--- src/rtl/gnrc_stream_pkg.sv ---
// Shared constants and helpers for the FIFO-to-stream adapter.
// Buffer geometry and circular pointer increment.
package gnrc_stream_pkg;

    localparam int unsigned BUF_DEPTH = 3;
    localparam int unsigned PTR_W     = 2;

    function automatic logic [PTR_W-1:0] ptr_inc(input logic [PTR_W-1:0] p);
        return (p == PTR_W'(BUF_DEPTH - 1)) ? '0 : p + 1'b1;
    endfunction

endpackage

--- src/rtl/gnrc_fifo2stream.sv ---
// Read-side adapter: pulls words from a standard or FWFT FIFO and
// presents them as a fully registered valid/ready stream.
module gnrc_fifo2stream
    import gnrc_stream_pkg::*;
#(
    parameter int DW   = 32,
    parameter bit FWFT = 1'b0
) (
    input  logic          clk_i,
    input  logic          rst_ni,
    input  logic          flush_i,
    input  logic          fifo_empty_i,
    input  logic [DW-1:0] fifo_data_i,
    output logic          fifo_ren_o,
    output logic          m_valid_o,
    input  logic          m_ready_i,
    output logic [DW-1:0] m_data_o,
    output logic [1:0]    cnt_o
);

    logic [DW-1:0]    mem_q [BUF_DEPTH];
    logic [DW-1:0]    mem_d [BUF_DEPTH];
    logic [PTR_W-1:0] rptr_q, rptr_d;
    logic [PTR_W-1:0] wptr_q, wptr_d;
    logic [1:0]       occ_q, occ_d;
    logic             infl_q;
    logic             valid_q;
    logic [DW-1:0]    data_q;
    logic [2:0]       credit;
    logic             ren;
    logic             wr;
    logic             pop;

    // Credit counts in-flight reads so the buffer can never overflow
    // regardless of what the sink does this cycle.
    assign credit = {1'b0, occ_q} + {2'b00, infl_q};
    assign ren    = rst_ni & ~flush_i & ~fifo_empty_i
                  & (credit < 3'(BUF_DEPTH));
    assign wr     = ~flush_i & (FWFT ? ren : infl_q);
    assign pop    = valid_q & m_ready_i;

    always_comb begin
        mem_d  = mem_q;
        wptr_d = wptr_q;
        rptr_d = rptr_q;
        occ_d  = occ_q + {1'b0, wr} - {1'b0, pop};
        if (wr) begin
            mem_d[wptr_q] = fifo_data_i;
            wptr_d        = ptr_inc(wptr_q);
        end
        if (pop) begin
            rptr_d = ptr_inc(rptr_q);
        end
        if (flush_i) begin
            wptr_d = '0;
            rptr_d = '0;
            occ_d  = '0;
        end
    end

    always_ff @(posedge clk_i) begin
        if (!rst_ni) begin
            for (int i = 0; i < BUF_DEPTH; i++) begin
                mem_q[i] <= '0;
            end
            rptr_q  <= '0;
            wptr_q  <= '0;
            occ_q   <= '0;
            infl_q  <= 1'b0;
            valid_q <= 1'b0;
            data_q  <= '0;
        end else begin
            mem_q   <= mem_d;
            rptr_q  <= rptr_d;
            wptr_q  <= wptr_d;
            occ_q   <= occ_d;
            infl_q  <= FWFT ? 1'b0 : ren;
            valid_q <= (occ_d != 2'd0);
            data_q  <= mem_d[rptr_d];
        end
    end

    assign fifo_ren_o = ren;
    assign m_valid_o  = valid_q;
    assign m_data_o   = data_q;
    assign cnt_o      = occ_q + {1'b0, infl_q};

endmodule

--- config.mk ---
export PLATFORM = sky130hd
export DESIGN_NAME = gnrc_fifo2stream
export DESIGN_NICKNAME = d
export VERILOG_FILES = /design/src/rtl/gnrc_stream_pkg.sv /design/src/rtl/gnrc_fifo2stream.sv
export SDC_FILE = /design/constraint.sdc
export NUM_CORES = 1
export LEC_CHECK = 0
export BUFFER_PORTS_ARGS = -buffer_cell sky130_fd_sc_hd__buf_2
export CAP_MARGIN = 20
export CORE_ASPECT_RATIO = 1.5
export CORE_UTILIZATION = 43
export DETAILED_ROUTE_END_ITERATION = 12
export GPL_TIMING_DRIVEN = 0
export PLACE_DENSITY_LB_ADDON = 0.25
export SYNTH_ARGS = -nofsm -noshare
export SYNTH_HDL_FRONTEND = slang
export SYNTH_SLANG_ARGS = --single-unit
--- constraint.sdc ---
create_clock -name clk_i -period 1.71 [get_ports clk_i]
set_input_delay 0.2565 -clock clk_i [delete_from_list [all_inputs] [get_ports clk_i]]
set_output_delay 0.2565 -clock clk_i [all_outputs]
set_load 0.01 [all_outputs]
==> impl_metrics.csv, run 1 <==
group,metric,value,unit
run_status,run_status,"complete, but fails checks",
run_status,failing_checks,"setup timing",
finish,nets,799,
yosys,dominant_combinational_cell_family_by_area_after_synthesis,"compound AO/OA/AOI/OAI gates",
timing,clock.fmax,0.538,GHz
floorplan,die_height,145,um
yosys,synth_largest_area_cell,"dfxtp_1",
critical_path,crit_arrival,1.60,ns
yosys,synth_compound_area_share,28.4,%
hold_path,whs_endpoint,"infl_q$_SDFF_PN0_",
power_and_ir_drop,static-leakage-power,2.96,nW
yosys,synthMuxAreaShare,0.384,%
yosys,synth_seq_area_share,46.4,%
finish,commonest_cells_after_routing_fill_and_taps_aside,"194 x nand2_1, 132 x dfxtp_1, 86 x buf_2, 60 x a21boi_0, 37 x a21boi_1",
yosys,cell_types_occupying_the_most_area_after_synthesis,"dfxtp_1 46%, nand2_1 12%, a21boi_0 8.1%, a32o_1 5.5%, o32a_1 5.5%",
detailed_routing,wire_per_inst,17.8,um
global_routing,first_global_vias,5299,
floorplan,fp-row-count,51,
detailed_routing,routed_wl,16600,um
floorplan,start_util,44.6,%
critical_path,critPathLaunchType,"register",
timing,layout_min_cycle_time,1.86,ns
timing,final_max_slew_viols,0,
yosys,synth_nets,700,
floorplan,design.portCount,73,
finish,final_common_cell,"nand2_1",
timing,hold_viol,0,
clock_network,tritoncts,"done",
yosys,synth.ff_latch_count,136,
timing,worst_setup_margin,-0.149,ns
clock_network,clk_latency,0.42,ns
placement,dpl_worst_slack,-0.395,ns
floorplan,die_footprint,0.0141,mm2
power_and_ir_drop,p_total,7.88,mW
run,timing.max_cap.violations,0,
critical_path,worst_reg2reg_path_depth,7,
global_routing,grtUsageTotal,23.9,%
critical_path,rr_startpoint,"infl_q$_SDFF_PN0_",
global_routing,first_pass_grt_wire_length,26700,um
timing,rsz0062_at_grt,"true",
power_and_ir_drop,max-vdd-ir-drop,0.682,mV
detailed_routing,drt_iter0_drc,279,
floorplan,die-width,97.4,um
critical_path,crit_fanout,4,
timing,slew-limit-headroom,66.2,%
yosys,area_share_of_and_or_nand_nor_cells_after_synthesis,18.3,%
hold_path,timing.hold.worst.class,"in -> reg",
timing,setup_viol_count_final,32,
floorplan,placeableCoreArea,0.0131,mm2
placement,port_buffers,72,
yosys,syn_area,0.00587,mm2
clock_network,tritoncts.num_buffers,17,
critical_path,timing.critical_path.required,1.45,ns
timing,hold_slack,0.0482,ns
clock_network,clk_root_buffer_cell,"clkbuf_16",
finish,synthToLayoutAreaGrowth,26.1,%
critical_path,timing.rr.end,"m_data_o[0]$_SDFF_PN0_",
yosys,yosys_warnings,0,
finish,drive_gt1_share,23.6,%
detailed_routing,ant_nets,0,
detailed_routing,drc,0,
clock_network,clkSinkCount,136,
clock_network,cts.clk_slew.worst_paths,0.05,ns
yosys,avgSynthCellArea,8.90,um2
timing,worstMarginPinSlew,0.507,ns
detailed_routing,dr.pass1.iters,5,
detailed_routing,viasPerCell,5.69,
yosys,yosys.area_share.adder,0.853,%
timing,fin_skew,0.0102,ns
placement,gpl_congestion,0.787,
critical_path,end_kind,"output port",
critical_path,timing_worst_setup_path_type,"reg -> out",
yosys,post_synth_xor_area_fraction,0.299,%
global_routing,antenna_violations_before_repair,0,
critical_path,worst-r2r-setup-slack,-0.14,ns
detailed_routing,dr_total_vias,5289,
global_routing,maximum_number_of_pins_on_one_net_before_global_route_repair,17,
placement,place_hpwl,10800,um
yosys,synthCells,659,
clock_network,htree_levels,4,
timing,post-route-period-util,109,%
global_routing,grt_remaining_overflow,0,
finish,n_antenna_cell,0,
clock_network,number_of_hold_repair_buffers_added_at_the_cts_stage,0,
yosys,synth_top_area_share,46.4,%
hold_path,whs_path_depth,2,
power_and_ir_drop,pwr_density_cell,1070,mW/mm2
yosys,ys_types,33,
clock_network,clockBufferDepth,2,
hold_path,timing.hold.worst.start,"fifo_empty_i",
==> sequential cells by signal (all words and copies together), names as in the netlist <==
name and cells:
m_data_o 32, rptr_q 2, m_valid_o 1, infl_q 1
wptr_q 2, mem_q 96, occ_q 2
==> cell type report <==
class                   count  area (um2)
fillers                  1172        5750
multi-input cells         455        2920
flip-flops and latches    136        2730
repair buffers             81         460
clock buffers              17         425
plain buffers              64         398
clock inverters            15         249
well taps                 159         199
inverters                   3        11.3
==> cells by family after synthesis <==
family | Yosys count
adder cells (fa/ha/maj) | 4
flip-flops | 136
AO/OA/AOI/OAI | 201
AND/OR/NAND/NOR | 246
multiplexers | 2
buffers and inverters | 68
XOR/XNOR | 2
==> cells in the mapped netlist <==
cell and n:
o32a_1 32, buf_4 1, a21boi_0 63, mux2_2 2, and2_1 2, and4bb_1 1
a21bo_2 1, and3_1 1, nand2b_1 3, clkbuf_1 37, buf_6 4, a21boi_1 34
xnor2_1 1, a21oi_1 4, nor2_1 5, dfxtp_1 136, a32o_1 32, nand2_1 194
xor2_1 1, nand4bb_1 3, clkbuf_2 1, ha_1 4, buf_2 21, o21bai_1 32
o21a_1 1, nor4b_1 1, or3_1 33, a2111oi_0 2, nand3b_1 1, inv_1 3
buf_1 1, and4bb_2 1, nand4b_1 1
==> routing by layer <==
metal | global-route usage [%] | share of wire, %
met2 | 42.5 | 52
met4 | 12.1 | 2.8
met5 | 0 | 0
met3 | 4.34 | 5.5
met1 | 26.9 | 39
==> worst max path at each step <==
stage                            from                       to  depth (start not counted)
floorplan           infl_q$_SDFF_PN0_               fifo_ren_o                          3
global placement    infl_q$_SDFF_PN0_  m_data_o[21]$_SDFF_PN0_                          6
detailed placement  infl_q$_SDFF_PN0_  m_data_o[29]$_SDFF_PN0_                          6
CTS                 infl_q$_SDFF_PN0_               fifo_ren_o                          4
global route        infl_q$_SDFF_PN0_               fifo_ren_o                          4
finish              infl_q$_SDFF_PN0_               fifo_ren_o                          4
==> worst max-delay path: stages (launching register included) <==
cell and delay (ns):
dfxtp_4 0.36, ha_4 0.16, ha_4 0.23, a2111oi_4 0.27, buf_2 0.18
==> repair_timing <==
item | in CTS | in global routing
resized for setup | 55 | 28
endpoints found under the hold margin | 0 | 0
buffers inserted | 6 | 1
setup endpoints to repair | 94 | 95
pin swaps | 25 | 12
cloned | 2 | 0
==> through the flow <==
stage,cell area [um2],std cells,utilization [%],setup TNS (ns)
3_3_place_gp,6430,890,48.9,-16.33
3_5_place_dp,6430,890,48.9,-19.22
5_1_grt,7400,930,56.3,-4.75
4_1_cts,7360,930,56.0,-2.96
2_1_floorplan,5870,659,-,0
6_report,7400,930,56.3,-3.11
==> report_power, final <==
part / internal (mW) / leakage (nW) / total, mW / switching, mW
Sequential: 3.21 / 1.10 / 3.23 / 0.0186
Clock: 2.74 / 0.324 / 4.17 / 1.43
Combinational: 0.225 / 1.53 / 0.475 / 0.250
No activity file was read; power rests on OpenSTA's default activity.
==> inputs of run 2 (changes only) <==
--- a/config.mk
+++ b/config.mk
@@ -15,3 +15,4 @@
 export SYNTH_ARGS = -nofsm -noshare
 export SYNTH_HDL_FRONTEND = slang
 export SYNTH_SLANG_ARGS = --single-unit
+export TNS_END_PERCENT = 20
==> impl_metrics.csv, run 2 (synthesis results as in run 1) <==
group,metric,value,unit
timing,hold_viol,0,
timing,post-route-period-util,109,%
critical_path,worst_path_top_cell_family_by_delay,"adder cells",
run,timing.max_cap.violations,0,
critical_path,critPathBufInv,1,
run_status,run_status,"complete, but fails checks",
timing,worst_setup_margin,-0.147,ns
detailed_routing,dr.pass1.iters,7,
finish,fin_area,0.00739,mm2
floorplan,fp-row-count,51,
hold_path,timing.hold.worst.class,"in -> reg",
power_and_ir_drop,seq_power_share,41.0,%
global_routing,antenna_violations_before_repair,0,
floorplan,placeableCoreArea,0.0131,mm2
detailed_routing,dr_total_vias,5314,
global_routing,first_global_vias,5301,
placement,post_dp_cell_area,0.00643,mm2
timing,clock.fmax,0.538,GHz
critical_path,worst-r2r-setup-slack,-0.13,ns
finish,synthToLayoutAreaGrowth,26.0,%
placement,gpl_congestion,0.787,
timing,setup_total_neg_slack,-3.08,ns
timing,worstMarginPinSlew,0.509,ns
global_routing,first_pass_grt_wire_length,26700,um
critical_path,timing.rr.end,"m_data_o[29]$_SDFF_PN0_",
power_and_ir_drop,pwr-share-clk,53.0,%
floorplan,die-width,97.4,um
finish,nets,798,
critical_path,critical_path_cell_by_cell,"ha_4 > ha_4 > a2111oi_4 > buf_2",
finish,finalNonFillerCells,929,
floorplan,start_util,44.6,%
finish,final_common_cell,"nand2_1",
critical_path,crit_fanout,4,
power_and_ir_drop,comb_power_share,6.0,%
power_and_ir_drop,max-vdd-ir-drop,0.684,mV
power_and_ir_drop,pwr_density_cell,1070,mW/mm2
critical_path,critPathLaunchType,"register",
clock_network,clk_latency,0.42,ns
global_routing,maximum_number_of_pins_on_one_net_before_global_route_repair,17,
detailed_routing,ant_nets,0,
hold_path,timing.hold.worst.start,"fifo_empty_i",
finish,commonest_cells_after_routing_fill_and_taps_aside,"194 x nand2_1, 132 x dfxtp_1, 86 x buf_2, 63 x a21boi_0, 34 x a21boi_1",
power_and_ir_drop,p_sw,1.70,mW
detailed_routing,drt_iter0_drc,308,
critical_path,timing_worst_setup_path_type,"reg -> out",
critical_path,rr_startpoint,"infl_q$_SDFF_PN0_",
timing,hold_slack,0.0464,ns
timing,slew-limit-headroom,66.1,%
run_status,failing_checks,"setup timing",
finish,num-fill-cells,1172,
global_routing,grt_remaining_overflow,0,
clock_network,tritoncts,"done",
placement,port_buffers,72,
power_and_ir_drop,static-leakage-power,2.94,nW
clock_network,tritoncts.num_buffers,17,
critical_path,cp_slowest_stage_delay,0.36,ns
critical_path,slowest_stage_cell_cp,"dfxtp_4",
placement,place_hpwl,10800,um
timing,fin_skew,0.00886,ns
timing,layout_min_cycle_time,1.86,ns
detailed_routing,drc,0,
clock_network,clockBufferDepth,2,
power_and_ir_drop,cell_internal_pwr,6.18,mW
critical_path,crit_arrival,1.60,ns
finish,largest_register_ffs,96,
clock_network,number_of_hold_repair_buffers_added_at_the_cts_stage,0,
finish,regMostFlops,"mem_q",
clock_network,cts.clk_slew.worst_paths,0.06,ns
detailed_routing,routed_wl,16600,um
timing,setup_viol_count_final,32,
hold_path,whs_path_depth,2,
floorplan,design.portCount,73,
clock_network,htree_levels,4,
global_routing,grtUsageTotal,23.9,%
finish,n_antenna_cell,0,
floorplan,die_footprint,0.0141,mm2
timing,final_max_slew_viols,0,
floorplan,die_height,145,um
power_and_ir_drop,switching_portion_of_total_power,21.6,%
placement,numPlacedInstances,890,
detailed_routing,wire_per_inst,17.8,um
clock_network,clkSinkCount,136,
clock_network,clk_root_buffer_cell,"clkbuf_16",
critical_path,worst_reg2reg_path_depth,7,
hold_path,whs_endpoint,"infl_q$_SDFF_PN0_",
timing,rsz0062_at_grt,"true",
critical_path,path_common_cell,"ha_4",
detailed_routing,viasPerCell,5.72,
critical_path,timing.critical_path.required,1.45,ns
critical_path,end_kind,"output port",
finish,drive_gt1_share,23.2,%
power_and_ir_drop,p_total,7.89,mW
==> run 2: layout make-up <==
cell class	count	area [um2]	area share [%]
buffer	64	404	5.47
clock buffer	17	425	5.75
clock inverter	15	249	3.37
inverter	3	11.3	0.152
multi-input combinational	455	2920	39.5
sequential	136	2730	36.9
tap	159	199	2.69
timing repair buffer	80	453	6.13
==> run 2: power by group through the flow <==
stage | Combinational (mW) | Clock [mW] | Sequential, mW
after floorplan | 0.247 | 0 | 3.31
after global placement | 0.438 | 0 | 3.30
after detailed placement | 0.442 | 0 | 3.30
after CTS | 0.468 | 4.21 | 3.23
after global routing | 0.511 | 4.35 | 3.24
final | 0.475 | 4.18 | 3.23
==> run 2: layer usage <==
layer	share of wire [%]	vias up	wire length, um	track usage (%)
met3	5.5	39	914	4.34
met1	39	2566	6490	26.9
met4	2.9	0	485	12.1
met5	0	-	0	0
met2	52	187	8670	42.5
li1	-	2522	-	-
==> run 2: repair_timing <==
item	CTS	global route
resized for setup	54	25
buffers inserted	6	0
cloned	2	0
pin swaps	29	6
endpoints found under the setup margin	94	95
==> run 2: stage by stage <==
stage	setup WS, ns	util, %
after floorplan	0.0123	-
after global placement	-0.358	48.9
after detailed placement	-0.395	48.9
after CTS	-0.165	56.0
after global routing	-0.195	56.3
final	-0.147	56.3
==> run 2: how the worst max path moves through the flow <==
| stage | endpoint | cells after the start | startpoint |
|---|---|---|---|
| 6_report | fifo_ren_o | 4 | infl_q$_SDFF_PN0_ |
| 3_5_place_dp | m_data_o[29]$_SDFF_PN0_ | 6 | infl_q$_SDFF_PN0_ |
| 5_1_grt | fifo_ren_o | 4 | infl_q$_SDFF_PN0_ |
| 3_3_place_gp | m_data_o[21]$_SDFF_PN0_ | 6 | infl_q$_SDFF_PN0_ |
| 4_1_cts | fifo_ren_o | 4 | infl_q$_SDFF_PN0_ |
| 2_1_floorplan | fifo_ren_o | 3 | infl_q$_SDFF_PN0_ |
